**src/rtl/eth_pkg.sv**
```systemverilog
// Shared Ethernet constants and types for the TX/RX framing stages.
package eth_pkg;

  localparam logic [31:0] CRC32_POLY    = 32'hEDB88320;
  localparam logic [31:0] CRC32_INIT    = 32'hFFFFFFFF;
  // Raw register value after running the CRC over a frame plus its own FCS.
  localparam logic [31:0] CRC32_RESIDUE = 32'hDEBB20E3;

  localparam int ETH_MIN_FRAME_LENGTH = 60;

  typedef enum logic [1:0] {
    S_DATA,
    S_PAD,
    S_FCS
  } fcs_state_t;

endpackage

```
**src/rtl/crc32_byte.sv**
```systemverilog
// Combinational one-byte step of the reflected CRC-32 (LSB of data first).
module crc32_byte
  import eth_pkg::*;
(
  input  logic [31:0] crc,
  input  logic [7:0]  data,
  output logic [31:0] crc_next
);

  logic [31:0] c;

  always_comb begin
    c = crc;
    for (int i = 0; i < 8; i++) begin
      c = (c[0] ^ data[i]) ? ((c >> 1) ^ CRC32_POLY) : (c >> 1);
    end
    crc_next = c;
  end

endmodule

```
**src/rtl/append_fcs.sv**
```systemverilog
// TX framing stage: pads a byte-wide frame to the minimum length and appends
// the CRC-32 FCS, least significant byte first, with tlast on the final byte.
module append_fcs
  import eth_pkg::*;
#(
  parameter int MIN_FRAME_LENGTH = ETH_MIN_FRAME_LENGTH
) (
  input  logic       clock,
  input  logic       aresetn,
  input  logic [7:0] saxis_tdata,
  input  logic       saxis_tvalid,
  output logic       saxis_tready,
  input  logic       saxis_tlast,
  output logic [7:0] maxis_tdata,
  output logic       maxis_tvalid,
  input  logic       maxis_tready,
  output logic       maxis_tlast
);

  localparam int CW = (MIN_FRAME_LENGTH > 0) ? $clog2(MIN_FRAME_LENGTH + 1) : 1;
  localparam logic [CW-1:0] COUNT_MAX = CW'(MIN_FRAME_LENGTH);

  fcs_state_t    state_reg, state_next;
  logic [31:0]   crc_reg, crc_next, crc_upd, fcs;
  logic [CW-1:0] count_reg, count_next, count_inc;
  logic [1:0]    index_reg, index_next;
  logic [7:0]    tdata_next, crc_in;
  logic          tvalid_next, tlast_next;
  logic          load_ok, reach_min;

  assign load_ok = !maxis_tvalid || maxis_tready;

  // Counter saturates, so any frame length is legal without wrap-around.
  assign count_inc = (count_reg == COUNT_MAX) ? count_reg : count_reg + CW'(1);
  assign reach_min = (count_inc == COUNT_MAX);

  // Pad bytes are zeros; only S_DATA feeds real input into the CRC.
  assign crc_in = (state_reg == S_DATA) ? saxis_tdata : 8'h00;
  assign fcs    = ~crc_reg;

  crc32_byte u_crc (
    .crc      (crc_reg),
    .data     (crc_in),
    .crc_next (crc_upd)
  );

  always_comb begin
    state_next   = state_reg;
    crc_next     = crc_reg;
    count_next   = count_reg;
    index_next   = index_reg;
    tdata_next   = maxis_tdata;
    tvalid_next  = maxis_tvalid && !maxis_tready;
    tlast_next   = maxis_tlast;
    saxis_tready = 1'b0;
    case (state_reg)
      S_DATA: begin
        saxis_tready = load_ok;
        if (load_ok && saxis_tvalid) begin
          tdata_next  = saxis_tdata;
          tvalid_next = 1'b1;
          tlast_next  = 1'b0;
          crc_next    = crc_upd;
          count_next  = count_inc;
          if (saxis_tlast) state_next = reach_min ? S_FCS : S_PAD;
        end
      end
      S_PAD: begin
        if (load_ok) begin
          tdata_next  = 8'h00;
          tvalid_next = 1'b1;
          tlast_next  = 1'b0;
          crc_next    = crc_upd;
          count_next  = count_inc;
          if (reach_min) state_next = S_FCS;
        end
      end
      S_FCS: begin
        // The last FCS byte leaving ends the frame; that cycle stays idle.
        if (maxis_tvalid && maxis_tlast && maxis_tready) begin
          tvalid_next = 1'b0;
          tlast_next  = 1'b0;
          state_next  = S_DATA;
          crc_next    = CRC32_INIT;
          count_next  = '0;
          index_next  = '0;
        end else if (load_ok) begin
          tdata_next  = fcs[{index_reg, 3'b000} +: 8];
          tvalid_next = 1'b1;
          tlast_next  = (index_reg == 2'd3);
          index_next  = index_reg + 2'd1;
        end
      end
      default: state_next = S_DATA;
    endcase
  end

  always_ff @(posedge clock) begin
    if (!aresetn) begin
      state_reg    <= S_DATA;
      crc_reg      <= CRC32_INIT;
      count_reg    <= '0;
      index_reg    <= '0;
      maxis_tdata  <= 8'h00;
      maxis_tvalid <= 1'b0;
      maxis_tlast  <= 1'b0;
    end else begin
      state_reg    <= state_next;
      crc_reg      <= crc_next;
      count_reg    <= count_next;
      index_reg    <= index_next;
      maxis_tdata  <= tdata_next;
      maxis_tvalid <= tvalid_next;
      maxis_tlast  <= tlast_next;
    end
  end

endmodule

```
**config.mk**
```make
export PLATFORM = sky130hd
export DESIGN_NAME = append_fcs
export DESIGN_NICKNAME = d
export VERILOG_FILES = /design/src/rtl/eth_pkg.sv /design/src/rtl/crc32_byte.sv /design/src/rtl/append_fcs.sv
export SDC_FILE = /design/constraint.sdc
export NUM_CORES = 1
export LEC_CHECK = 0
export CORE_MARGIN = 5
export CORE_UTILIZATION = 40
export CTS_CLUSTER_DIAMETER = 50
export DETAILED_ROUTE_END_ITERATION = 8
export GPL_TIMING_DRIVEN = 0
export HOLD_SLACK_MARGIN = 0.1
export MAX_ROUTING_LAYER = met4
export PLACE_DENSITY_LB_ADDON = 0.25
export SYNTH_ARGS = -nofsm -noshare
export SYNTH_HDL_FRONTEND = slang
export SYNTH_SLANG_ARGS = --single-unit
```
**constraint.sdc**
```tcl
create_clock -name clock -period 3.1 [get_ports clock]
set_input_delay 0.31 -clock clock [delete_from_list [all_inputs] [get_ports clock]]
set_output_delay 0.31 -clock clock [all_outputs]
set_load 0.1 [all_outputs]
```
Word level (Yosys, flattened, before mapping)
Index checks and enable logic that the tools add are counted.
{"block": "totals", "output_inout_bits": 11, "wordCells": 97, "ff_bits": 52}
{"block": "classes", "reduce_logical": 15, "n_bitwise": 17, "mux": 42, "shifts": 1, "addsub": 2, "eq_ne": 13}
{"operator": "32-bit 2-to-1 mux", "count": 11}
{"operator": "13-bit inverter with 14-bit output", "count": 8}
{"operator": "32-bit case mux with 3 select lines", "count": 1}
{"operator": "8-bit 2-to-1 mux", "count": 5}
{"operator": "32-bit inverter", "count": 1}
{"operator": "32-bit by 6-bit indexed part select with 8-bit output", "count": 1}
{"operator": "6-bit 2-to-1 mux", "count": 4}
{"operator": "8-bit case mux with 3 select lines", "count": 1}
{"operator": "6-bit case mux with 3 select lines", "count": 1}
{"operator": "2-bit 2-to-1 mux", "count": 8}
{"operator": "6-bit == test, second input constant", "count": 2}
{"operator": "2-bit != test, second input constant", "count": 6}
{"operator": "5-bit AND reduction", "count": 2}
{"operator": "1-bit 2-to-1 mux", "count": 8}
{"operator": "4-bit AND reduction", "count": 2}
{"operator": "1-bit XOR", "count": 8}
{"operator": "6-bit by 1-bit adder with 6-bit output, second input constant", "count": 1}
{"operator": "1-bit case mux with 3 select lines", "count": 2}
{"operator": "2-bit case mux with 3 select lines", "count": 1}
{"operator": "2-bit == test, second input constant", "count": 2}
{"operator": "1-bit logical AND", "count": 4}
{"operator": "3-bit != test, second input constant", "count": 1}
{"operator": "3-bit nonzero test", "count": 1}
{"operator": "2-bit by 1-bit adder with 2-bit output, second input constant", "count": 1}
{"operator": "7 further kinds", "count": 8}

Longest topological paths before layout
{"block": "logic_depth", "word_depth": 20, "mapped_depth": 10}

Hierarchy
Synthesis repeated with hierarchy kept, for this count alone.
{"block": "unflattened", "cells_unflattened": 367, "area_unflattened_um2": 3577.2}
{"module": "append_fcs", "cells_per_inst": 305, "area_per_inst_um2": 2573.7, "instances": 1}
{"module": "crc32_byte", "cells_per_inst": 62, "area_per_inst_um2": 1003.5, "instances": 1}

Worst setup path after synthesis
OpenSTA, ideal clock, no wires.
{"block": "synth_timing", "path_type": "flip-flop to flip-flop", "start": "register maxis_tvalid", "end": "register crc_reg[30]", "arrival_ps": 2365, "period_less_slack_ps": 2489, "stages_incl_launch_ff": 8, "setup_ps": 125, "setup_slack_ps": 611, "path_cell_list": "dfxtp_1 nand2_1 o2bb2ai_1 a211oi_1 nand2_1 clkbuf_1 o32ai_1 nand2_1"}
{"block": "synth_between", "elab_chain_len": 5, "elab_cells_between_ends": 9, "cone_classes": "3 x eq/ne; 6 x reduce/logical"}
{"item": "start: declaration", "line": "append_fcs.sv:15", "source": "output logic maxis_tvalid,"}
{"item": "start signal: assignment", "line": "append_fcs.sv:113", "source": "maxis_tvalid <= tvalid_next;"}
{"item": "1-bit logical NOT", "line": "append_fcs.sv:31", "source": "assign load_ok = !maxis_tvalid || maxis_tready;"}
{"item": "1-bit logical OR", "line": "append_fcs.sv:31"}
{"item": "1-bit logical AND", "line": "append_fcs.sv:59", "source": "if (load_ok && saxis_tvalid) begin"}
{"item": "2-bit by 1-bit != test with 1-bit output (no source line)"}
{"item": "4-bit AND reduction (no source line) *"}
{"item": "end signal: assignment", "line": "append_fcs.sv:109", "source": "crc_reg <= crc_next;"}
{"item": "end: declaration", "line": "append_fcs.sv:24", "source": "logic [31:0] crc_reg, crc_next, crc_upd, fcs;"}
Every way passes the cells marked *; elsewhere a longest branch is shown, timed or not.
A chain may end at the register's enable or synchronous reset.

Worst setup path after layout
{"block": "layout_timing", "start": "register state_reg[0]", "end": "output saxis_tready"}
{"block": "layout_between", "elab_chain_len": 2}
{"item": "start: declaration", "line": "append_fcs.sv:23", "source": "fcs_state_t state_reg, state_next;"}
{"item": "start signal: assignment", "line": "append_fcs.sv:108", "source": "state_reg <= state_next;"}
{"item": "2-bit logical NOT", "line": "append_fcs.sv:56", "source": "case (state_reg)"}
{"item": "1-bit 2-to-1 mux", "line": "append_fcs.sv:56"}
{"item": "end: declaration", "line": "append_fcs.sv:12", "source": "output logic saxis_tready,"}
No other way between the ends.

==> flow_summary.toml <==
[clocking]
cts_root_buffer = "clkbuf_8"
cts_tree = "built"
cts_max_path_buffers = 2
post_cts_buffers = 0
clk_pin_slew_ps = 110
hold_buffers = 0
numCtsBuffers = 5
htree_levels = 2
clock_sinks = 52
clk_latency_ps = 320

[critical_path]
slowest_stage = "clkdlybuf4s15_2"
path_buf_inv = 4
path_depth = 6
crit_family = "buffers and inverters"
cp_max_fo = 10
endpoint_kind = "output pin"
critical_path.cell_chain = "inv_1 > ha_1 > clkbuf_1 > clkbuf_2 > and2_1 > clkdlybuf4s15_2"
path_class = "register to output pin"
worstSetupStartpointType = "register"
reg2reg_from = "state_reg[0]"
regToRegSetupSlack_ps = 260
reg2reg_to = "crc_reg[4]"
worstSetupEndpoint = "saxis_tready"
crit_start = "state_reg[0]"
r2r.worst_path.cells = 8
critPathMaxStageDelay_ps = 550
cp.arrival_ps = 2550
cp.required_ps = 2790

[die]
die_h_um = 106
row_count = 35
die_area_um2 = 11200
start_util = 0.404
ios = 24
die_w_um = 106
core_area_um2 = 9060

[global_route]
grt_max_degree = 18
grt_first_pass_wirelength_mm = 15.8
grt-ovfl-total = 0
grt_pass1_vias = 2939
grtUsageTotal = 0.183
antenna_found_initial = 0

[synthesis]
synthFlopType = "dfxtp_1"
synth_area_um2 = 3660
syn-num-nets = 416
synthTopCellsByArea = "dfxtp_1, xnor2_1, xnor3_1"
syn_inst = 396
ys_seq_area_frac = 0.284
ys_seq_elements = 52
synth_edf_count = 0
syn-mean-instance-area_um2 = 9.25
async_reset_ff_frac = 0
synth.most_common_cell = "dfxtp_1"
ys_top_cells_by_count = "dfxtp_1, nand2_1, xnor2_1"
netlist.area_leader.share = 0.284
yosysUniqueCellTypes = 55
synth_top_area_cell = "dfxtp_1"
yosys_warnings = 0

[place]
dp_hpwl_mm = 7.25
dpl_cell_area_um2 = 3990
place_worst_setup_slack_ps = -128
globalplace.congestion = 0.864
port_buffers = 19

[worst_hold_path]
hold_class = "input port to register"

[finish]
num_antenna_cells = 0
largest_register_ffs = 32
finalNetCount = 442
syn_to_final_growth_pct = 11.7
drive_above_1_share = 0.0733
stdcell_area_um2 = 4090

[routing]
drc_errors = 0
wirelength_mm = 9.87
initialDrtViolationCount = 266
num_vias = 3052
dr.pass1.iters = 6
via_per_inst = 5.72
antenna_left = 0
wl_per_cell_um = 18.5

[power_and_ir_drop]
power_density_nw_per_um2 = 1130
peakVddDrop_mv = 0.381
p_leak_nw = 1.68
power.total_mw = 4.63

[status]
outcome = "finished, final reports clean"

[timing]
worstMarginPinSlew_ps = 985
max_freq_mhz = 349
fin_skew_ps = 14.5
slew_viol_final = 0
final.setup.worst_slack_ps = 238
final-hold-violation-count = 0
setup_viol = 0
slew_headroom = 0.339
min_period_ps = 2860
rsz0062_at_grt = "false"
period_share = 0.923
timing.setup.tns_ps = 0

[flow_run]
maxCapViolCount = 0
[metrics by stage]
step	instances	hold slack, ps	util
after global routing	534	382	0.451
after global placement	526	479	0.440
after floorplan	396	468	-
after CTS	534	359	0.451
final	534	373	0.451
after detailed placement	526	487	0.440
[how the worst min path moves through the flow]
stage | endpoint | depth (start not counted) | from | slack, ps
finish | crc_reg[30] | 2 | aresetn | 370
global route | crc_reg[30] | 2 | aresetn | 380
CTS | crc_reg[30] | 2 | aresetn | 360
detailed placement | maxis_tdata[0] | 1 | maxis_tdata[0] | 490
global placement | maxis_tdata[1] | 1 | maxis_tdata[1] | 480
floorplan | crc_reg[30] | 2 | crc_reg[30] | 470
[what timing repair did]
item	4_1_cts	5_1_grt
gates cloned	0	0
gates resized for setup	3	3
setup endpoints to repair	1	3
[layout by cell type (no fill, tap or decap), types with 7 or more instances in the layout]
master and count:
nor2b_1 8, mux4_2 7, nand2_1 45, nor3_1 10, o22ai_1 21, a21oi_1 13
buf_2 7, ha_1 7, o21ai_0 16, clkdlybuf4s50_1 18, dfxtp_1 52, nor2_1 23
xnor2_1 34, xnor3_1 11, o211a_1 9, xor3_1 7, xor2_1 21, clkbuf_1 16
inv_1 15, o221ai_1 8
[area by class of cell]
| class | count | area [um^2] |
|---|---|---|
| Inverter | 15 | 56.3 |
| Multi-Input combinational cell | 300 | 2440 |
| Fill cell | 918 | 4970 |
| Clock buffer | 5 | 68.8 |
| Timing Repair Buffer | 19 | 191 |
| Sequential cell | 52 | 1040 |
| Buffer | 29 | 130 |
| Clock inverter | 3 | 22.5 |
| Tap cell | 111 | 139 |
[power by group]
part | internal [mW] | switching, mW | total (mW)
Combinational | 1.63 | 1.54 | 3.17
Sequential | 0.856 | 0.182 | 1.04
Clock | 0.163 | 0.255 | 0.417
Total | 2.65 | 1.98 | 4.63
[cell families after synthesis]
group                    share of synthesized area
AND/OR/NAND/NOR                              0.144
flip-flops                                   0.284
buffers and inverters                       0.0506
AO/OA/AOI/OAI                                0.181
adder cells (fa/ha/maj)                     0.0239
XOR/XNOR                                     0.263
multiplexers                                0.0530
[metal layers]
metal  GRT usage  vias to the layer above  routed length [um]
met2       0.299                       72                4770
met4      0.0518                        0                 148
li1            -                     1469                   -
met1       0.243                     1499                4590
met5           -                        -                   0
met3      0.0165                       12                 366
Power figures use the tool's default switching activity.
